==> src/rtl/rca_pipe_adder_if.sv <==
// Operand and result channels of the pipelined ripple-carry adder/subtractor.
// The producer/consumer side uses the master modport, the adder uses slave.
interface rca_pipe_adder_if #(
    parameter int unsigned WIDTH = 16
);
    logic             in_valid;
    logic             in_ready;
    logic [WIDTH-1:0] a;
    logic [WIDTH-1:0] b;
    logic             cin;
    logic             sub;
    logic             out_valid;
    logic             out_ready;
    logic [WIDTH-1:0] sum;
    logic             cout;
    logic             ovf;

    modport master (
        output in_valid, a, b, cin, sub, out_ready,
        input  in_ready, out_valid, sum, cout, ovf
    );

    modport slave (
        input  in_valid, a, b, cin, sub, out_ready,
        output in_ready, out_valid, sum, cout, ovf
    );
endinterface

==> src/rtl/rca_pipe_adder.sv <==
// Pipelined ripple-carry adder/subtractor. A WIDTH-bit add is split into
// SEG_W-bit ripple segments with one register stage per segment; the segment
// carry and the not-yet-consumed operand bits travel with each slot.
// The whole pipeline advances together whenever the output slot is free or
// being retired, so in_ready never depends on in_valid.
module rca_pipe_adder #(
    parameter int unsigned WIDTH = 16,
    parameter int unsigned SEG_W = 4
) (
    input logic           clk,
    input logic           rst,
    rca_pipe_adder_if.slave bus
);
    localparam int unsigned STAGES = WIDTH / SEG_W;

    if (SEG_W == 0 || (WIDTH % SEG_W) != 0) begin : g_bad_cfg
        $error("rca_pipe_adder: WIDTH must be a non-zero multiple of SEG_W");
    end

    function automatic logic [SEG_W:0] ripple(
        input logic [SEG_W-1:0] x,
        input logic [SEG_W-1:0] y,
        input logic             ci
    );
        logic [SEG_W:0] r;
        logic           c;
        r = '0;
        c = ci;
        for (int unsigned i = 0; i < SEG_W; i++) begin
            r[i] = x[i] ^ y[i] ^ c;
            c    = (x[i] & y[i]) | (c & (x[i] ^ y[i]));
        end
        r[SEG_W] = c;
        return r;
    endfunction

    logic             adv;
    logic [WIDTH-1:0] b_eff;
    logic             c0;

    // Subtraction is a + ~b + ~cin, so cout reads as "no borrow".
    assign b_eff = bus.b ^ {WIDTH{bus.sub}};
    assign c0    = bus.cin ^ bus.sub;

    for (genvar k = 0; k < STAGES; k++) begin : g_st
        localparam int unsigned LO = k * SEG_W;
        localparam int unsigned HI = LO + SEG_W;

        logic [WIDTH-LO-1:0] op_a;
        logic [WIDTH-LO-1:0] op_b;
        logic                c_in;
        logic                v_in;
        logic [SEG_W:0]      rip;
        logic [HI-1:0]       res_nxt;
        logic                vld;
        logic [HI-1:0]       res;
        logic                carry;

        if (k == 0) begin : g_src
            assign op_a    = bus.a;
            assign op_b    = b_eff;
            assign c_in    = c0;
            assign v_in    = bus.in_valid;
            assign res_nxt = rip[SEG_W-1:0];
        end else begin : g_src
            assign op_a    = g_st[k-1].g_up.a_up;
            assign op_b    = g_st[k-1].g_up.b_up;
            assign c_in    = g_st[k-1].carry;
            assign v_in    = g_st[k-1].vld;
            assign res_nxt = {rip[SEG_W-1:0], g_st[k-1].res};
        end

        assign rip = ripple(op_a[SEG_W-1:0], op_b[SEG_W-1:0], c_in);

        // Stage slot: valid, accumulated low result bits and segment carry
        always_ff @(posedge clk or posedge rst) begin
            if (rst) begin
                vld   <= 1'b0;
                res   <= '0;
                carry <= 1'b0;
            end else if (adv) begin
                vld   <= v_in;
                res   <= res_nxt;
                carry <= rip[SEG_W];
            end
        end

        if (k < STAGES - 1) begin : g_up
            logic [WIDTH-HI-1:0] a_up;
            logic [WIDTH-HI-1:0] b_up;

            // Operand bits still to be summed by later stages
            always_ff @(posedge clk or posedge rst) begin
                if (rst) begin
                    a_up <= '0;
                    b_up <= '0;
                end else if (adv) begin
                    a_up <= op_a[WIDTH-LO-1:SEG_W];
                    b_up <= op_b[WIDTH-LO-1:SEG_W];
                end
            end
        end

        if (k == STAGES - 1) begin : g_last
            logic ovf_r;

            // Signed overflow: carry into MSB (a^b^sum at MSB) differs from carry out
            always_ff @(posedge clk or posedge rst) begin
                if (rst) begin
                    ovf_r <= 1'b0;
                end else if (adv) begin
                    ovf_r <= op_a[SEG_W-1] ^ op_b[SEG_W-1] ^ rip[SEG_W-1] ^ rip[SEG_W];
                end
            end
        end
    end

    assign adv           = bus.out_ready || !g_st[STAGES-1].vld;
    assign bus.in_ready  = adv;
    assign bus.out_valid = g_st[STAGES-1].vld;
    assign bus.sum       = g_st[STAGES-1].res;
    assign bus.cout      = g_st[STAGES-1].carry;
    assign bus.ovf       = g_st[STAGES-1].g_last.ovf_r;
endmodule

==> src/flat_wrapper.sv <==
// flat-port wrapper written by rule: the top's interface ports become plain ports
module rca_pipe_adder_flat 
#(
    parameter int unsigned WIDTH = 16,
    parameter int unsigned SEG_W = 4
)
  (clk, rst, bus_in_valid, bus_a, bus_b, bus_cin, bus_sub, bus_out_ready, bus_in_ready, bus_out_valid, bus_sum, bus_cout, bus_ovf);
  rca_pipe_adder_if #(.WIDTH(WIDTH)) bus_i ();
  input logic clk;
  input logic rst;
  input wire logic [$bits(bus_i.in_valid)-1:0] bus_in_valid;
  input wire logic [$bits(bus_i.a)-1:0] bus_a;
  input wire logic [$bits(bus_i.b)-1:0] bus_b;
  input wire logic [$bits(bus_i.cin)-1:0] bus_cin;
  input wire logic [$bits(bus_i.sub)-1:0] bus_sub;
  input wire logic [$bits(bus_i.out_ready)-1:0] bus_out_ready;
  output wire logic [$bits(bus_i.in_ready)-1:0] bus_in_ready;
  output wire logic [$bits(bus_i.out_valid)-1:0] bus_out_valid;
  output wire logic [$bits(bus_i.sum)-1:0] bus_sum;
  output wire logic [$bits(bus_i.cout)-1:0] bus_cout;
  output wire logic [$bits(bus_i.ovf)-1:0] bus_ovf;
  assign bus_i.in_valid = bus_in_valid;
  assign bus_i.a = bus_a;
  assign bus_i.b = bus_b;
  assign bus_i.cin = bus_cin;
  assign bus_i.sub = bus_sub;
  assign bus_i.out_ready = bus_out_ready;
  assign bus_in_ready = bus_i.in_ready;
  assign bus_out_valid = bus_i.out_valid;
  assign bus_sum = bus_i.sum;
  assign bus_cout = bus_i.cout;
  assign bus_ovf = bus_i.ovf;
  rca_pipe_adder #(.WIDTH(WIDTH), .SEG_W(SEG_W)) u_core (.clk(clk), .rst(rst), .bus(bus_i));
endmodule
==> config.mk <==
export PLATFORM = sky130hd
export DESIGN_NAME = rca_pipe_adder_flat
export DESIGN_NICKNAME = d
export VERILOG_FILES = /design/src/rtl/rca_pipe_adder_if.sv /design/src/rtl/rca_pipe_adder.sv /design/src/flat_wrapper.sv
export SDC_FILE = /design/constraint.sdc
export NUM_CORES = 1
export LEC_CHECK = 0
export CORE_MARGIN = 1.5
export CORE_UTILIZATION = 55
export CTS_CLUSTER_SIZE = 25
export DETAILED_ROUTE_END_ITERATION = 8
export PLACE_DENSITY = 0.82
export SYNTH_ARGS = -nofsm -noshare
export SYNTH_HDL_FRONTEND = slang
export SYNTH_SLANG_ARGS = --single-unit
==> constraint.sdc <==
create_clock -name clk -period 3.55 [get_ports clk]
set_input_delay 0.5325 -clock clk [delete_from_list [all_inputs] [get_ports clk]]
set_output_delay 0.5325 -clock clk [all_outputs]
set_load 0.01 [all_outputs]
==> impl_results.md <==
* Status: finished clean
* VDD IR max at 0.495 mV
* GRT Util Overall at 17.8%
* Crit-path cells: inv_1 -> fa_1 -> inv_1 -> fa_1 -> fa_1 -> inv_1 -> fa_1 -> xor3_1 -> mux2_2
* Commonest cells after routing, fill and taps aside: dfrtp_1 (97), mux2_2 (79), clkdlybuf4s50_1 (57)
* Initial core utilization at 57.8%
* Post-route ant nets at 0
* Sw Ratio at 30.3%
* Share of post-route cells with drive strength above 1 at 30.0%
* Final critical-path required period at ~2.8 ns
* Cell with the largest stage delay on the worst path: fa_1
* Commonest non-fill, non-tap cell in the layout: dfrtp_1
* Crit path largest cell delay at 0.46 ns
* Worst Setup End Kind: register
* R2R Path Start: u_core.g_st[2].g_up.a_up[0]
* Clk_skew at 0.00609 ns
* CP Class: reg2reg
* Storage element area at 2430 um^2
* Largest net degree at the start of global routing at 98
* Final setup fails at 0
* Clock network power share at 15.3%
* CORE AREA at roughly 7400 um^2
* Vias/cell at approximately 5.0
* Headroom to the max-slew limit at 48.4%
* Syn_area_per_cell at about 15 um^2
* Crit path required time at between 3 and 4 ns
* Final nets at 393
* Int Pwr at 0.00290 W
* Comb power frac at 39.5%
* Hold-fix buffers, CTS at 0
* CTS tree: done
* Sequential area share after synthesis at a little under three fifths
* Worst-Skew Late Latency at 0.35 ns
* Setup TNS at 0 ns
* Post-Synthesis Cells at 280
* CTS-repair resized insts at 0
* Die ar. at approximately 8300 um^2
* Crit share post-route at 80.2%
* Vias at 2,231
* Synthesized area at around 4300 um^2
* IO Count at 58
* Delay-heaviest family, CP: adder cells
* HP Start: u_core.g_st[2].vld
* Synth unique cells at 16
* CTS buffer count at 9
* Leak at approximately 2.2 nW
* Row cnt at 31
* Ant. Diodes at 0
* Data arrival, critical path at 3.09 ns
* Initial drt markers at 74
* Psw at around 0.0013 W
* Total chip power at 0.00416 W
* Dpl cells at 426
* CTS Sinks at 97
* Multi-input logic area at 1630 um^2
* Pwr dens at 821 nW/um^2
* Yosys reg bits at 97
* Vias in the first global route at 2,391
* RePlAce Congestion at 0.759
* PnR worst setup slack at ~0.7 ns
* Post-Route WL at 6.53 mm
* Synth Net Count at 335
* Detailed-route DRC error count at 0
* Avg WL per Cell at between 10 and 15 um
* CTS clk-pin slew, worst paths at 0.09 ns
* Port Buffer Count at 57
* Root Buffer: clkbuf_8
* Height of the die at ~91 um
* Fill cell count at 512
* WP buf/inv at 3
* Postcts setup bufs at 0
* Dpl hpwl at around 4.4 mm
* Sequential Power Share at 45.2%
* CP startpoint kind: register
* Remaining global-route overflow at 0
* Final Hold Vio Count at 0
* Max clock buf depth at 2
* Class of the worst hold path: reg2reg
* Most frequent CP cell: fa_1
* Place WS at 0.425 ns
* Global-route wire length before repair at 11.5 mm
* Max-slew violations at 0
* Synthesis-to-finish area growth at 19.1%
* RSZ-0062 raised after global routing: false
* H-tree depth at 3
* Maximum clock frequency at 351 MHz
* Initial antenna violation count at 0
* YS warnings at 0
* Min Hold Slack at 0.496 ns
* TritonRoute pass-1 iters at 4
* Worst Tran Pin Value at 0.774 ns
* Launch point of the worst path: u_core.g_st[2].g_up.a_up[0]
* Die X at 91.0 um
* CP max FO at 2
* Max Cap Viol at 0
* Non-Filler Instances at 442
==> final timing paths <==
check | endpoint | slack [ns] | cells after the start
max in group asynchronous | u_core.g_st[0].g_up.b_up[11] | 2.12 | 3
hold reg to reg | u_core.bus.out_valid | 0.50 | 1
min in group asynchronous | u_core.bus.sum[2] | 0.67 | 2
hold / removal | u_core.bus.out_valid | 0.50 | 1
setup / recovery | u_core.bus.ovf | 0.70 | 9
setup reg to reg | u_core.bus.ovf | 0.70 | 9
==> cells by family after synthesis <==
family / Yosys count / synth area share (%)
AOI/OAI and AO/OA: 9 / 1.06
xor gates and xnor gates: 18 / 4.06
adders and majority gates: 17 / 7.82
buffers and inverters: 41 / 4.76
DFF: 97 / 57.0
muxes: 87 / 23.2
and+or+nand+nor: 11 / 2.06
==> power groups by stage <==
stage | clock, W | sequential [W] | combinational (W)
global route | 0.000696 | 0.00196 | 0.00183
floorplan | 0 | 0.00188 | 0.00115
finish | 0.000638 | 0.00188 | 0.00164
global placement | 0 | 0.00188 | 0.00158
detailed placement | 0 | 0.00191 | 0.00166
CTS | 0.000653 | 0.00189 | 0.00168
==> per-layer routing <==
| layer | global-route usage (%) | share of wire (%) | vias up |
|---|---|---|---|
| met5 | 0 | 0 | - |
| met4 | 8.98 | 2.4 | 0 |
| met3 | 3.02 | 3.4 | 11 |
| met2 | 27.0 | 49 | 37 |
| met1 | 24.9 | 46 | 1144 |
| li1 | - | - | 1039 |
==> worst reg2reg max path: cells and delay by family, from the launching register on <==
kind       cells  cell delay, ns
xor+xnor       1            0.36
fa+ha+maj      4            1.47
buf+inv        3            0.23
flops          1            0.39
mux            1            0.27
==> flip-flops by register name, indices dropped and copies added (netlist names) <==
name	flops
u_core.bus.sum	16
u_core.bus.ovf	1
u_core.g_st.g_up.b_up	24
u_core.g_st.res	24
u_core.g_st.g_up.a_up	24
u_core.bus.cout	1
u_core.bus.out_valid	1
u_core.g_st.carry	3
u_core.g_st.vld	3
==> synthesized netlist by cell type, drive strengths merged <==
library cell	number	area share, %
nor3b	9	1.6
xnor2	5	1.0
ha	1	0.29
inv	27	2.4
xor2	12	2.5
a21oi	9	1.1
nand2b	2	0.47
xor3	1	0.56
mux2	83	22
fa	16	7.5
mux2i	4	0.94
buf	14	2.4
dfrtp	97	57
==> per-stage QoR <==
| step | utilization (%) | instance area [um^2] |
|---|---|---|
| 5_1_grt | 68.8 | 5070 |
| 2_1_floorplan | - | 4260 |
| 4_1_cts | 68.8 | 5070 |
| 3_3_place_gp | 66.4 | 4900 |
| 6_report | 68.8 | 5070 |
| 3_5_place_dp | 66.4 | 4900 |
==> layout make-up <==
type,count,share of cell area [%]
Sequential cell,97,47.9
Multi-Input combinational cell,142,32.1
Inverter,27,2.05
Clock buffer,12,2.86
Tap cell,99,2.44
Timing Repair Buffer,61,12.1
Clock inverter,4,0.568
No activity file was read; power rests on OpenSTA's default activity.
==> RTL edit 1: new RTL, same flow settings <==
Reset style: synchronous (`rst`), changed in 3 clocked blocks.
--- a/src/rtl/rca_pipe_adder.sv
+++ b/src/rtl/rca_pipe_adder.sv
@@ -75,3 +75,3 @@
         // Stage slot: valid, accumulated low result bits and segment carry
-        always_ff @(posedge clk or posedge rst) begin
+        always_ff @(posedge clk) begin
             if (rst) begin
@@ -92,3 +92,3 @@
             // Operand bits still to be summed by later stages
-            always_ff @(posedge clk or posedge rst) begin
+            always_ff @(posedge clk) begin
                 if (rst) begin
@@ -107,3 +107,3 @@
             // Signed overflow: carry into MSB (a^b^sum at MSB) differs from carry out
-            always_ff @(posedge clk or posedge rst) begin
+            always_ff @(posedge clk) begin
                 if (rst) begin
Formal check against the unedited RTL: differs if rst is asserted again (counterexample within 10 cycles, from zero or initial values and one cycle with rst high); with rst held inactive, the same outputs for 10 cycles.
==> RTL edit 1 against the original RTL <==
  * Area after synthesis down 5.4%
  * First-iteration DRC count increased by 110%
  * Sequential share of layout area shrank 7.2 points
  * Sequential cell count stayed put
  * Wire length is 12% higher
  * Global-route usage up 2.5 points
  * Setup slack gained 0.16 ns
  * Via count is 35% higher
  * Highest routed layer unchanged
  * Cell area fell by 5.9%
  * Largest cell class unchanged
Power is not compared: it rests on default switching activity, and its combinational part moved more than twofold at a synthesized area within 25%.
==> RTL edit 1: results (changes against the original RTL) <==
[setup_path]
cp_max_fo=4  ; +2
slowest_delay_ns=0.56  ; +0.10 ns
r2r_cells=10  ; +1
crit_slowest_cell=clkdlybuf4s50_1
cp.arrival_ns=2.88  ; -0.21 ns

[clock_tree]
clock_latency_ns=0.36
postCtsSetupRepairBufs=0  ; unchanged

[route]
viasPerCell=4.97  ; -1.6%
dr.first_iter.drc_count=158  ; +110%
first_pass_iters=4  ; unchanged
routedWlPerCell_um=12.1  ; -18%

[logic_synthesis]
async_flop_share_pct=0  ; -100 points
synthAdderAreaFrac_pct=8.26  ; +0.45 points
synthTopCellsByArea=dfxtp_1 48%, nand2_1 14%, a21oi_1 9.1%
ys_seq_area_share_pct=48.2  ; -8.8 points
synth.net_count=516  ; +54%
ys_types=18  ; +2
synth_compound_area_share_pct=15.6  ; +15 points
synth_xor_area_share_pct=4.29  ; +0.23 points
synthTopCellsByCount=146 x nand2_1, 97 x dfxtp_1, 73 x a21oi_1
muxShareOfSynthArea_pct=0  ; -23 points

[place]
hpwl_um=4930  ; +11%
routabilityCongestion=0.759  ; about the same

[layout]
fillers=583  ; +14%
drive_above_1_share_pct=8.12  ; -22 points
layout.nets=555  ; +41%

[global_routing]
grt_pass1_wl_um=12200  ; +6.6%
antenna_found_initial=0  ; unchanged
grt_pass1_vias=2756  ; +15%
grtUsageTotal_pct=20.2  ; +2.5 points

[sta]
skew_ns=0.00803  ; +0.00194 ns
slew_headroom_pct=30.5  ; -18 points

[run_status]
status=finished, final reports clean

[worst_hold_path]
min_delay_path_depth=2  ; +1

RTL edit 1: worst paths after layout:
path,startpoint,end,slack (ns)
setup / recovery,bus_sub,u_core.g_st[0].res[3],0.86
hold / removal,u_core.bus.sum[5],u_core.bus.sum[5],0.45
setup reg to reg,u_core.g_st[2].g_up.a_up[0],u_core.bus.ovf,0.87
hold reg to reg,u_core.bus.sum[5],u_core.bus.sum[5],0.45
RTL edit 1: critical path: cells and delay by family:
kind	cells	cell delay, ns
AO/OA/AOI/OAI	1	0.06
XOR/XNOR	1	0.12
adder cells (fa/ha/maj)	4	1.32
buffers and inverters	4	0.76
AND/OR/NAND/NOR	1	0.07
RTL edit 1: final cells by class:
cell class / instances / area share (%)
flip-flops and latches: 97 / 40.7
multi-input cells: 303 / 37.5
repair buffers: 62 / 12.7
clock buffers: 12 / 3.25
well taps: 99 / 2.60
inverters: 27 / 2.18
clock inverters: 4 / 1.08
RTL edit 1: cells by family (layout without fill, tap and decap cells):
| family | Yosys count | after routing |
|---|---|---|
| XOR/XNOR | 18 | 18 |
| flip-flops | 97 | 97 |
| adder cells (fa/ha/maj) | 17 | 17 |
| buffers and inverters | 61 | 105 |
| AO/OA/AOI/OAI | 96 | 96 |
| AND/OR/NAND/NOR | 172 | 172 |
RTL edit 1: through the flow:
stage / setup WS (ns) / cells / instance area (um^2)
global placement: 0.556 / 588 / 4560
CTS: 0.855 / 604 / 4770
floorplan: 0.842 / 461 / 4030
finish: 0.865 / 604 / 4770
detailed placement: 0.476 / 588 / 4560
global route: 0.730 / 604 / 4770
RTL edit 1: layer usage:
| metal | share of wire, % | global-route usage (%) | vias to the layer above |
|---|---|---|---|
| li1 | - | - | 1532 |
| met1 | 46 | 26.6 | 1390 |
| met2 | 48 | 32.4 | 68 |
| met3 | 3.9 | 3.73 | 11 |
| met4 | 2.3 | 9.80 | 0 |
| met5 | 0 | 0 | - |
RTL edit 1: power groups by stage:
stage	Combinational, mW	Sequential, mW	Clock (mW)
after floorplan	0.161	1.22	0
after global placement	0.244	1.22	0
after detailed placement	0.254	1.23	0
after CTS	0.257	1.20	0.738
after global routing	0.285	1.21	0.780
final	0.256	1.20	0.721
==> RTL edit 2: new RTL, same flow settings <==
Made on the original files. `WIDTH` is set to 16 in 3 places; all go to 20.
--- a/src/rtl/rca_pipe_adder_if.sv
+++ b/src/rtl/rca_pipe_adder_if.sv
@@ -3,3 +3,3 @@
 interface rca_pipe_adder_if #(
-    parameter int unsigned WIDTH = 16
+    parameter int unsigned WIDTH = 20
 );
--- a/src/rtl/rca_pipe_adder.sv
+++ b/src/rtl/rca_pipe_adder.sv
@@ -6,3 +6,3 @@
 module rca_pipe_adder #(
-    parameter int unsigned WIDTH = 16,
+    parameter int unsigned WIDTH = 20,
     parameter int unsigned SEG_W = 4
--- a/src/flat_wrapper.sv
+++ b/src/flat_wrapper.sv
@@ -3,3 +3,3 @@
 #(
-    parameter int unsigned WIDTH = 16,
+    parameter int unsigned WIDTH = 20,
     parameter int unsigned SEG_W = 4
Interface: changed (resized bus_a, bus_b and bus_sum); port bits go from 58 to 70. No check against the original RTL was run, so the function may have changed too.
==> RTL edit 2 against the original RTL <==
  * Area after synthesis is 57% higher
  * Hold slack lost 0.025 ns
  * Total power grew 81%
  * Cell area rose by 58%
  * First-iteration DRC count rose to 3.4 times the old value
  * Wire length grew 73%
  * Sequential cell count rose by 54
  * Setup slack got worse by 0.064 ns
  * Critical path type is now primary input to flip-flop
  * Critical endpoint is now u_core.g_st[0].res[3]
==> RTL edit 2: results (changes against the original RTL) <==
[layout]
drive_above_1_share_pct=36.3  ; +6.3 points
layout.nets=551  ; +40%
top_regs=u_core.g_st.g_up.a_up x40, u_core.g_st.g_up.b_up x40, u_core.g_st.res x40

[logic_synthesis]
synthAdderAreaFrac_pct=6.19  ; -1.6 points
muxShareOfSynthArea_pct=26.8  ; +3.6 points
synth_compound_area_share_pct=1.33  ; +0.27 points
synth.net_count=480  ; +43%
ys_types=17  ; +1
synthCells=413  ; +48%
synth_xor_area_share_pct=3.12  ; -0.94 points
ys_seq_area_share_pct=56.7  ; -0.34 points

[global_routing]
grt_pass1_wl_um=19300  ; +68%
use_met2_pct=32.5  ; +5.5 points
grt_max_degree=152  ; +55%
use_met3_pct=5.14  ; +2.1 points
grtUsageTotal_pct=19.9  ; +2.1 points
grt_use_met1_pct=25.6  ; +0.61 points
grt_pass1_vias=3759  ; +57%

[setup_path]
r2r_slack_ns=0.79  ; +0.09 ns
startpoint=bus_sub
cp_max_fo=19  ; +17
r2r_start=u_core.g_st[3].carry
criticalPathCategory=primary input to flip-flop

[place]
routabilityCongestion=0.725  ; -4.5%
placed_cell_area_um2=7450  ; +52%
pre_cts_ws_ns=0.228  ; -0.197 ns
placed_cells=612  ; +44%

[sta]
slew_headroom_pct=46.9  ; -1.5 points
hold_slack_ns=0.471  ; -0.0246 ns
setup_ws_ns=0.638  ; -0.0641 ns
skew_ns=0.00573  ; -0.000361 ns

[route]
dr.first_iter.drc_count=255  ; +240%
dr_wl_met2_um=5730  ; +81%
drt-total-wl_um=11300  ; +73%

[power_and_ir_drop]
ir_worst_vdd_v=0.000393  ; -21%

[clock_tree]
clkSlewWorstSetupHoldPaths_ns=0.06  ; -0.03 ns
clock_latency_ns=0.42  ; +0.07 ns
cts_buffers=17  ; +8
htreeDepth=4  ; +1

[run_status]
status=finished, final reports clean

[worst_hold_path]
hold_start=u_core.g_st[3].vld

## RTL edit 2: changes by cell type after synthesis, sizes merged
cell / delta
a21oi: +2
xor2: +4
mux2i: +1
inv: +7
mux2: +51
dfrtp: +54
clkbuf: +3
buf: +5
nor3b: +2
fa: +4
## RTL edit 2: worst max-delay path, stage by stage
cell             delay [ns]
clkdlybuf4s50_1        0.64
buf_4                  0.38
xor2_1                 0.25
fa_1                   0.20
inv_1                  0.05
fa_1                   0.36
inv_1                  0.09
fa_1                   0.43
mux2_4                 0.26
## RTL edit 2: final cells by class
cell class,instances,area [um^2]
sequential,151,3780
tap,147,184
clock inverter,12,129
fill,826,3890
timing repair buffer,74,753
inverter,34,131
multi-input combinational,206,2600
clock buffer,19,443
## RTL edit 2: report_power, final
group	leakage [nW]	switching, mW	internal, mW
Combinational	1.63	1.05	1.73
Clock	0.275	0.682	1.05
Sequential	1.75	0.493	2.53
